--- config.mk ---
export PLATFORM = sky130hd
export DESIGN_NAME = mem_stage_controller
export DESIGN_NICKNAME = d
export VERILOG_FILES = /design/src/rtl/mem_pkg.sv /design/src/rtl/mem_lane_align.sv /design/src/rtl/mem_stage_controller.sv
export SDC_FILE = /design/constraint.sdc
export NUM_CORES = 1
export LEC_CHECK = 0
export CAP_MARGIN = 0
export CORE_AREA = 3 3 112 114
export CTS_CLUSTER_DIAMETER = 150
export DETAILED_ROUTE_END_ITERATION = 10
export DIE_AREA = 0 0 115 117
export GPL_ROUTABILITY_DRIVEN = 0
export GPL_TIMING_DRIVEN = 0
export PLACE_DENSITY = 0.85
export SLEW_MARGIN = 20
export SYNTH_ARGS = -nofsm -noshare
export SYNTH_HDL_FRONTEND = slang
export SYNTH_SLANG_ARGS = --single-unit
--- constraint.sdc ---
create_clock -name clock -period 9.26 [get_ports clock]
set_input_delay 1.389 -clock clock [delete_from_list [all_inputs] [get_ports clock]]
set_output_delay 1.389 -clock clock [all_outputs]
set_load 0.03 [all_outputs]
--- src/rtl/mem_pkg.sv ---
// Shared definitions for the MEM-stage data-memory controller.
// Contents: FSM state encoding, big-endian byte-lane write-enable
// constants (bit 3 = byte offset 0) and the access-size enum.
package mem_pkg;

  typedef enum logic [1:0] {
    S_IDLE = 2'd0,
    S_WAIT = 2'd1,
    S_DONE = 2'd2
  } state_t;

  typedef enum logic [1:0] {
    SZ_WORD = 2'd0,
    SZ_HALF = 2'd1,
    SZ_BYTE = 2'd2
  } size_t;

  localparam logic [3:0] WE_B0 = 4'b1000;
  localparam logic [3:0] WE_B1 = 4'b0100;
  localparam logic [3:0] WE_B2 = 4'b0010;
  localparam logic [3:0] WE_B3 = 4'b0001;
  localparam logic [3:0] WE_H0 = 4'b1100;
  localparam logic [3:0] WE_H2 = 4'b0011;
  localparam logic [3:0] WE_W  = 4'b1111;

endpackage

--- src/rtl/mem_lane_align.sv ---
// Combinational lane steering for a big-endian 32-bit data bus.
// Ports:
//   addr_lo    in   2  byte offset within the word
//   size       in      access size (word / half / byte)
//   sign_ext   in   1  sign-extend sub-word loads
//   store_in   in  32  store data, right-justified
//   bus_in     in  32  bus read data
//   store_out  out 32  store data replicated onto all addressed lanes
//   we_mask    out  4  byte-lane enables for the access size/offset
//   load_out   out 32  extracted, right-justified, extended load data
//   misaligned out  1  half with odd offset, or word with nonzero offset
module mem_lane_align
  import mem_pkg::*;
(
  input  logic [1:0]  addr_lo,
  input  size_t       size,
  input  logic        sign_ext,
  input  logic [31:0] store_in,
  input  logic [31:0] bus_in,
  output logic [31:0] store_out,
  output logic [3:0]  we_mask,
  output logic [31:0] load_out,
  output logic        misaligned
);

  logic [7:0]  byte_sel;
  logic [15:0] half_sel;

  always_comb begin
    case (addr_lo)
      2'd0:    byte_sel = bus_in[31:24];
      2'd1:    byte_sel = bus_in[23:16];
      2'd2:    byte_sel = bus_in[15:8];
      default: byte_sel = bus_in[7:0];
    endcase
    half_sel = addr_lo[1] ? bus_in[15:0] : bus_in[31:16];
  end

  always_comb begin
    store_out  = store_in;
    we_mask    = WE_W;
    load_out   = bus_in;
    misaligned = 1'b0;
    case (size)
      SZ_BYTE: begin
        store_out = {4{store_in[7:0]}};
        we_mask   = WE_B0 >> addr_lo;
        load_out  = sign_ext ? {{24{byte_sel[7]}}, byte_sel} : {24'd0, byte_sel};
      end
      SZ_HALF: begin
        store_out  = {2{store_in[15:0]}};
        we_mask    = addr_lo[1] ? WE_H2 : WE_H0;
        load_out   = sign_ext ? {{16{half_sel[15]}}, half_sel} : {16'd0, half_sel};
        misaligned = addr_lo[0];
      end
      default: begin
        misaligned = |addr_lo;
      end
    endcase
  end

endmodule

--- src/rtl/mem_stage_controller.sv ---
// MEM-stage data-memory controller: turns load/store controls into
// word-aligned bus transactions, captures load data, raises M_Stall
// until the bus acknowledges, and flags misaligned accesses.
// Optional feature: define MEM_LLSC_EN for LL/SC link-register support.
// Ports:
//   clock, reset             core clock, synchronous active-high reset
//   DataIn, Address          store data and effective byte address
//   MemRead, MemWrite        load / store in MEM
//   MemByte, MemHalf         access size (neither = word)
//   MemSignExtend            sign-extend sub-word loads
//   LLSC, ERET               LL/SC qualifier, link clear
//   IF_Stall                 front-end stall, pipeline frozen while high
//   DataOut                  load result or SC status
//   M_Stall                  stall request to the hazard unit
//   EXC_AdEL, EXC_AdES       misaligned load / store
//   DataMem_*                data-bus request, WE lanes, address, data, ack
module mem_stage_controller
  import mem_pkg::*;
(
  input  logic        clock,
  input  logic        reset,
  input  logic [31:0] DataIn,
  input  logic [31:0] Address,
  input  logic        MemRead,
  input  logic        MemWrite,
  input  logic        MemByte,
  input  logic        MemHalf,
  input  logic        MemSignExtend,
  input  logic        LLSC,
  input  logic        ERET,
  input  logic        IF_Stall,
  output logic [31:0] DataOut,
  output logic        M_Stall,
  output logic        EXC_AdEL,
  output logic        EXC_AdES,
  output logic        DataMem_Read,
  output logic [3:0]  DataMem_Write,
  output logic [29:0] DataMem_Address,
  output logic [31:0] DataMem_Out,
  input  logic [31:0] DataMem_In,
  input  logic        DataMem_Ack
);

  state_t      state_q;
  logic [31:0] dout_q;

  // Copy of the access taken when the request is issued; drives the bus
  // while waiting so the transaction stays stable regardless of inputs.
  logic [31:0] hold_addr_q;
  logic [31:0] hold_data_q;
  size_t       hold_size_q;
  logic        hold_sext_q;
  logic        hold_rd_q;
  logic        hold_wr_q;
  logic        hold_llsc_q;

  logic        rd_live, wr_live;
  size_t       size_live;
  logic        in_wait, in_idle;
  logic [31:0] eff_addr, eff_data;
  size_t       eff_size;
  logic        eff_sext, eff_llsc;
  logic        bus_rd, bus_wr;
  logic [31:0] store_out, load_out, cap_val;
  logic [3:0]  we_mask;
  logic        misaligned;
  logic        sc_fail;
  logic        req_live, issue, bus_ack;

  // Read has priority if both controls are (illegally) high.
  assign rd_live   = MemRead;
  assign wr_live   = MemWrite & ~MemRead;
  assign size_live = MemByte ? SZ_BYTE : (MemHalf ? SZ_HALF : SZ_WORD);

  assign in_wait = (state_q == S_WAIT);
  assign in_idle = (state_q == S_IDLE);

  assign eff_addr = in_wait ? hold_addr_q : Address;
  assign eff_data = in_wait ? hold_data_q : DataIn;
  assign eff_size = in_wait ? hold_size_q : size_live;
  assign eff_sext = in_wait ? hold_sext_q : MemSignExtend;
  assign eff_llsc = in_wait ? hold_llsc_q : LLSC;
  assign bus_rd   = in_wait ? hold_rd_q   : rd_live;
  assign bus_wr   = in_wait ? hold_wr_q   : wr_live;

  mem_lane_align u_align (
    .addr_lo    (eff_addr[1:0]),
    .size       (eff_size),
    .sign_ext   (eff_sext),
    .store_in   (eff_data),
    .bus_in     (DataMem_In),
    .store_out  (store_out),
    .we_mask    (we_mask),
    .load_out   (load_out),
    .misaligned (misaligned)
  );

`ifdef MEM_LLSC_EN
  logic        link_q;
  logic [29:0] link_addr_q;

  assign sc_fail = wr_live & LLSC & ~(link_q & (link_addr_q == Address[31:2]));

  always_ff @(posedge clock) begin
    if (reset || ERET) begin
      link_q      <= 1'b0;
      link_addr_q <= '0;
    end else if (bus_ack && bus_rd && eff_llsc) begin
      link_q      <= 1'b1;
      link_addr_q <= eff_addr[31:2];
    end else if ((bus_ack && bus_wr && eff_llsc) ||
                 (in_idle && sc_fail && !misaligned)) begin
      link_q <= 1'b0;
    end
  end
`else
  logic unused_eret;
  assign unused_eret = ERET;
  assign sc_fail     = 1'b0;
`endif

  assign req_live = (rd_live | wr_live) & ~misaligned & ~sc_fail;
  assign issue    = (in_idle & req_live) | in_wait;
  assign bus_ack  = issue & DataMem_Ack;
  assign cap_val  = bus_rd ? load_out : ((bus_wr & eff_llsc) ? 32'd1 : '0);

  assign M_Stall         = ~reset & issue;
  assign DataMem_Read    = ~reset & issue & bus_rd;
  assign DataMem_Write   = (~reset & issue & bus_wr) ? we_mask : '0;
  assign DataMem_Address = eff_addr[31:2];
  assign DataMem_Out     = store_out;
  assign EXC_AdEL        = ~reset & in_idle & rd_live & misaligned;
  assign EXC_AdES        = ~reset & in_idle & wr_live & misaligned;
  assign DataOut         = (state_q == S_DONE) ? dout_q : '0;

  always_ff @(posedge clock) begin
    if (reset) begin
      state_q     <= S_IDLE;
      dout_q      <= '0;
      hold_addr_q <= '0;
      hold_data_q <= '0;
      hold_size_q <= SZ_WORD;
      hold_sext_q <= 1'b0;
      hold_rd_q   <= 1'b0;
      hold_wr_q   <= 1'b0;
      hold_llsc_q <= 1'b0;
    end else begin
      case (state_q)
        S_IDLE: begin
          if (req_live) begin
            hold_addr_q <= Address;
            hold_data_q <= DataIn;
            hold_size_q <= size_live;
            hold_sext_q <= MemSignExtend;
            hold_rd_q   <= rd_live;
            hold_wr_q   <= wr_live;
            hold_llsc_q <= LLSC;
            if (DataMem_Ack) begin
              dout_q  <= cap_val;
              state_q <= S_DONE;
            end else begin
              state_q <= S_WAIT;
            end
          end else if (sc_fail && !misaligned) begin
            // Failed SC completes without a bus cycle, status 0.
            dout_q  <= '0;
            state_q <= S_DONE;
          end
        end
        S_WAIT: begin
          if (DataMem_Ack) begin
            dout_q  <= cap_val;
            state_q <= S_DONE;
          end
        end
        S_DONE: begin
          if (!IF_Stall) state_q <= S_IDLE;
        end
        default: state_q <= S_IDLE;
      endcase
    end
  end

  a_no_rd_wr: assert property (@(posedge clock) disable iff (reset)
                               !(MemRead && MemWrite));

endmodule

==> metrics.txt <==
number of synthesized register bits 104; drc violations 0; total track usage 27.6%; postcts setup bufs 0; critical path launch point type flop; number of synthesized flops with an enable pin 0; share of flip-flops with an asynchronous set or reset 0%; crit path time final 6.69 ns; CTS sink count 104; Vias/cell 5.59; Seq/Total Area, Yosys 37.5%; number of cell rows 39; # IOs 209; clock buffer depth 2; CORE AREA 0.0115 mm^2; Mapped Cells 742; Syn. warnings 0; Cell variety after synth 51; area grow syn2layout 45.4%; global-route wire length before repair 29.6 mm; Arrival @ worst endpoint 5.30 ns; Sum Neg Setup Slack 0 ns; vias in the first global route 5,933; Layout Utilization 70.1%; Final ANT Viol Nets 0; Final Setup Violations 0; n_diodes 0; Clock Pin Slew Worst Setup and Hold Paths 0.07 ns; Skew-Pair Late Insertion Delay 0.35 ns; Die W 115 um; placed inst area 0.00780 mm^2; Max transition margin 54.0%; IO Port Bufs 206; Inst Count DP 1,091; hold slack final 0.448 ns; measured slew at the worst slew-check pin 0.685 ns; Worst Hold Class reg -> reg; Clock Skew 0.0116 ns; M2 GR Usage 44.9%; maximum VDD drop 0.131 mV; max cap viols 0; grt total ovfl 0; Main synth FF type dfxtp_1; status complete, no violations; Leakage Power 3.41 nW; Clock Tree Root clkbuf_16; Die Area 0.0135 mm^2; initial antenna violation count 0; CTS Hold Bufs 0; Final #Nets 1,068; Synthesized Nets 851; fmax 0.149 GHz; Fin. Hold Viols 0; Critical Path RT 7.87 ns; pwr/cell area 172 mW/mm^2; Iter 0 DRT Violations 416; met1 Use GR 37.0%; Final Non-Filler Cells 1,107; Die Height 117 um; fin crit share 72.3%; Setup crit end kind output port; Max FO, Critical Path 10; Routed WL 19.1 mm; Via Count 6,192; drt pass-1 iters 6; critical path type reg -> out; Initial Util 48.3%; RSZ-0062 raised after global routing no; post-CTS sizing 0; layout cell share with drive strength beyond 1 4.67%; met3 usage 5.91%; design area 0.00808 mm^2; max-slew violations 0; synthesized area 0.00556 mm^2; CTS tree done; largest net degree at the start of global routing 19; Num CTS Buffers 9; Top Usage Layer GRT met2; HPWL Detailed 14.5 mm; post-synthesis area per instance 7.49 um^2; # H-tree levels 3; WL/cell 17.2 um
-- per-stage QoR --
stage	total power [mW]	setup slack (ns)
floorplan	0.816	4.24
global placement	1.02	2.77
detailed placement	1.02	2.77
CTS	1.38	2.64
global route	1.45	2.24
finish	1.39	2.57
-- cells in the mapped netlist (all sizes together), types with 2 or more instances --
cell type,instances,area share (%)
ha,2,0.45
a21oi,83,7.5
inv,22,1.5
dfxtp,104,37
a211oi,3,0.63
nor2,15,1.1
nor2b,5,0.56
o2bb2ai,6,0.95
nand2,252,17
nand3,5,0.45
clkbuf,48,3.2
mux2i,36,6.6
o22ai,16,1.8
nor3,3,0.27
buf,9,1.0
o211ai,9,1.3
a21o,9,1.2
mux2,10,2.1
and2,41,4.6
a221o,17,3.1
a21boi,9,1.2
nand3b,2,0.27
a22oi,2,0.27
a221oi,15,2.4
-- path summary, 6_finish.rpt --
kind,cells past startpoint,slack (ns),startpoint,end
setup / recovery,17,2.57,state_q[1],DataMem_Write[3]
hold / removal,1,0.45,dout_q[11],dout_q[11]
setup reg to reg,16,4.77,state_q[1],hold_size_q[0]
hold reg to reg,1,0.45,dout_q[11],dout_q[11]
-- area by class of cell --
class | instances | area [um^2]
fillers | 987 | 3440
clock inverters | 7 | 53.8
flip-flops and latches | 104 | 2080
well taps | 143 | 179
clock buffers | 9 | 225
multi-input cells | 559 | 3160
inverters | 22 | 82.6
repair buffers | 206 | 2060
plain buffers | 57 | 236
-- routing by layer --
layer,share of wire (%),routed length [um]
met3,9.0,1710
met2,47,8890
met5,0,0
met4,2.1,393
met1,42,8070
-- placed cells by master (no fill, tap or decap), drive strengths merged, types with 10 or more instances in the layout --
| master | instances |
|---|---|
| a21oi | 83 |
| a221o | 17 |
| a221oi | 15 |
| and2 | 41 |
| clkbuf | 57 |
| clkdlybuf4s50 | 206 |
| dfxtp | 104 |
| inv | 24 |
| mux2 | 10 |
| mux2i | 36 |
| nand2 | 252 |
| nor2 | 15 |
| o22ai | 16 |
-- critical path: stages, from the launching register on --
cell	delay [ns]
dfxtp_1	0.46
nand2b_1	0.17
buf_6	0.16
clkbuf_1	0.53
buf_2	0.44
nand2_1	0.09
nand2_1	0.10
inv_1	0.05
ha_1	0.18
clkbuf_1	0.21
inv_1	0.14
clkbuf_1	0.46
o221a_2	0.29
clkbuf_1	0.35
a22oi_1	0.11
or2_2	0.36
nor2_1	0.17
clkdlybuf4s50_1	0.70
-- cell families after synthesis --
family	count (synthesis)	synth area share, %
flops	104	37.5
simple gates	331	25.3
buf+inv	79	5.74
mux	46	8.65
compound gates	180	22.4
fa+ha+maj	2	0.450
-- state kept, by name, indices dropped and copies added (netlist names), 2 cells and up --
| register | count |
|---|---|
| hold_data_q | 32 |
| hold_size_q | 2 |
| state_q | 2 |
| dout_q | 32 |
| hold_addr_q | 32 |
-- report_power, final --
part | switching, mW | leakage, nW | internal (mW)
combinational | 0.309 | 2.43 | 0.199
sequential | 0.0225 | 0.850 | 0.490
clock | 0.181 | 0.128 | 0.185
total | 0.513 | 3.41 | 0.874
Power figures use the tool's default switching activity.
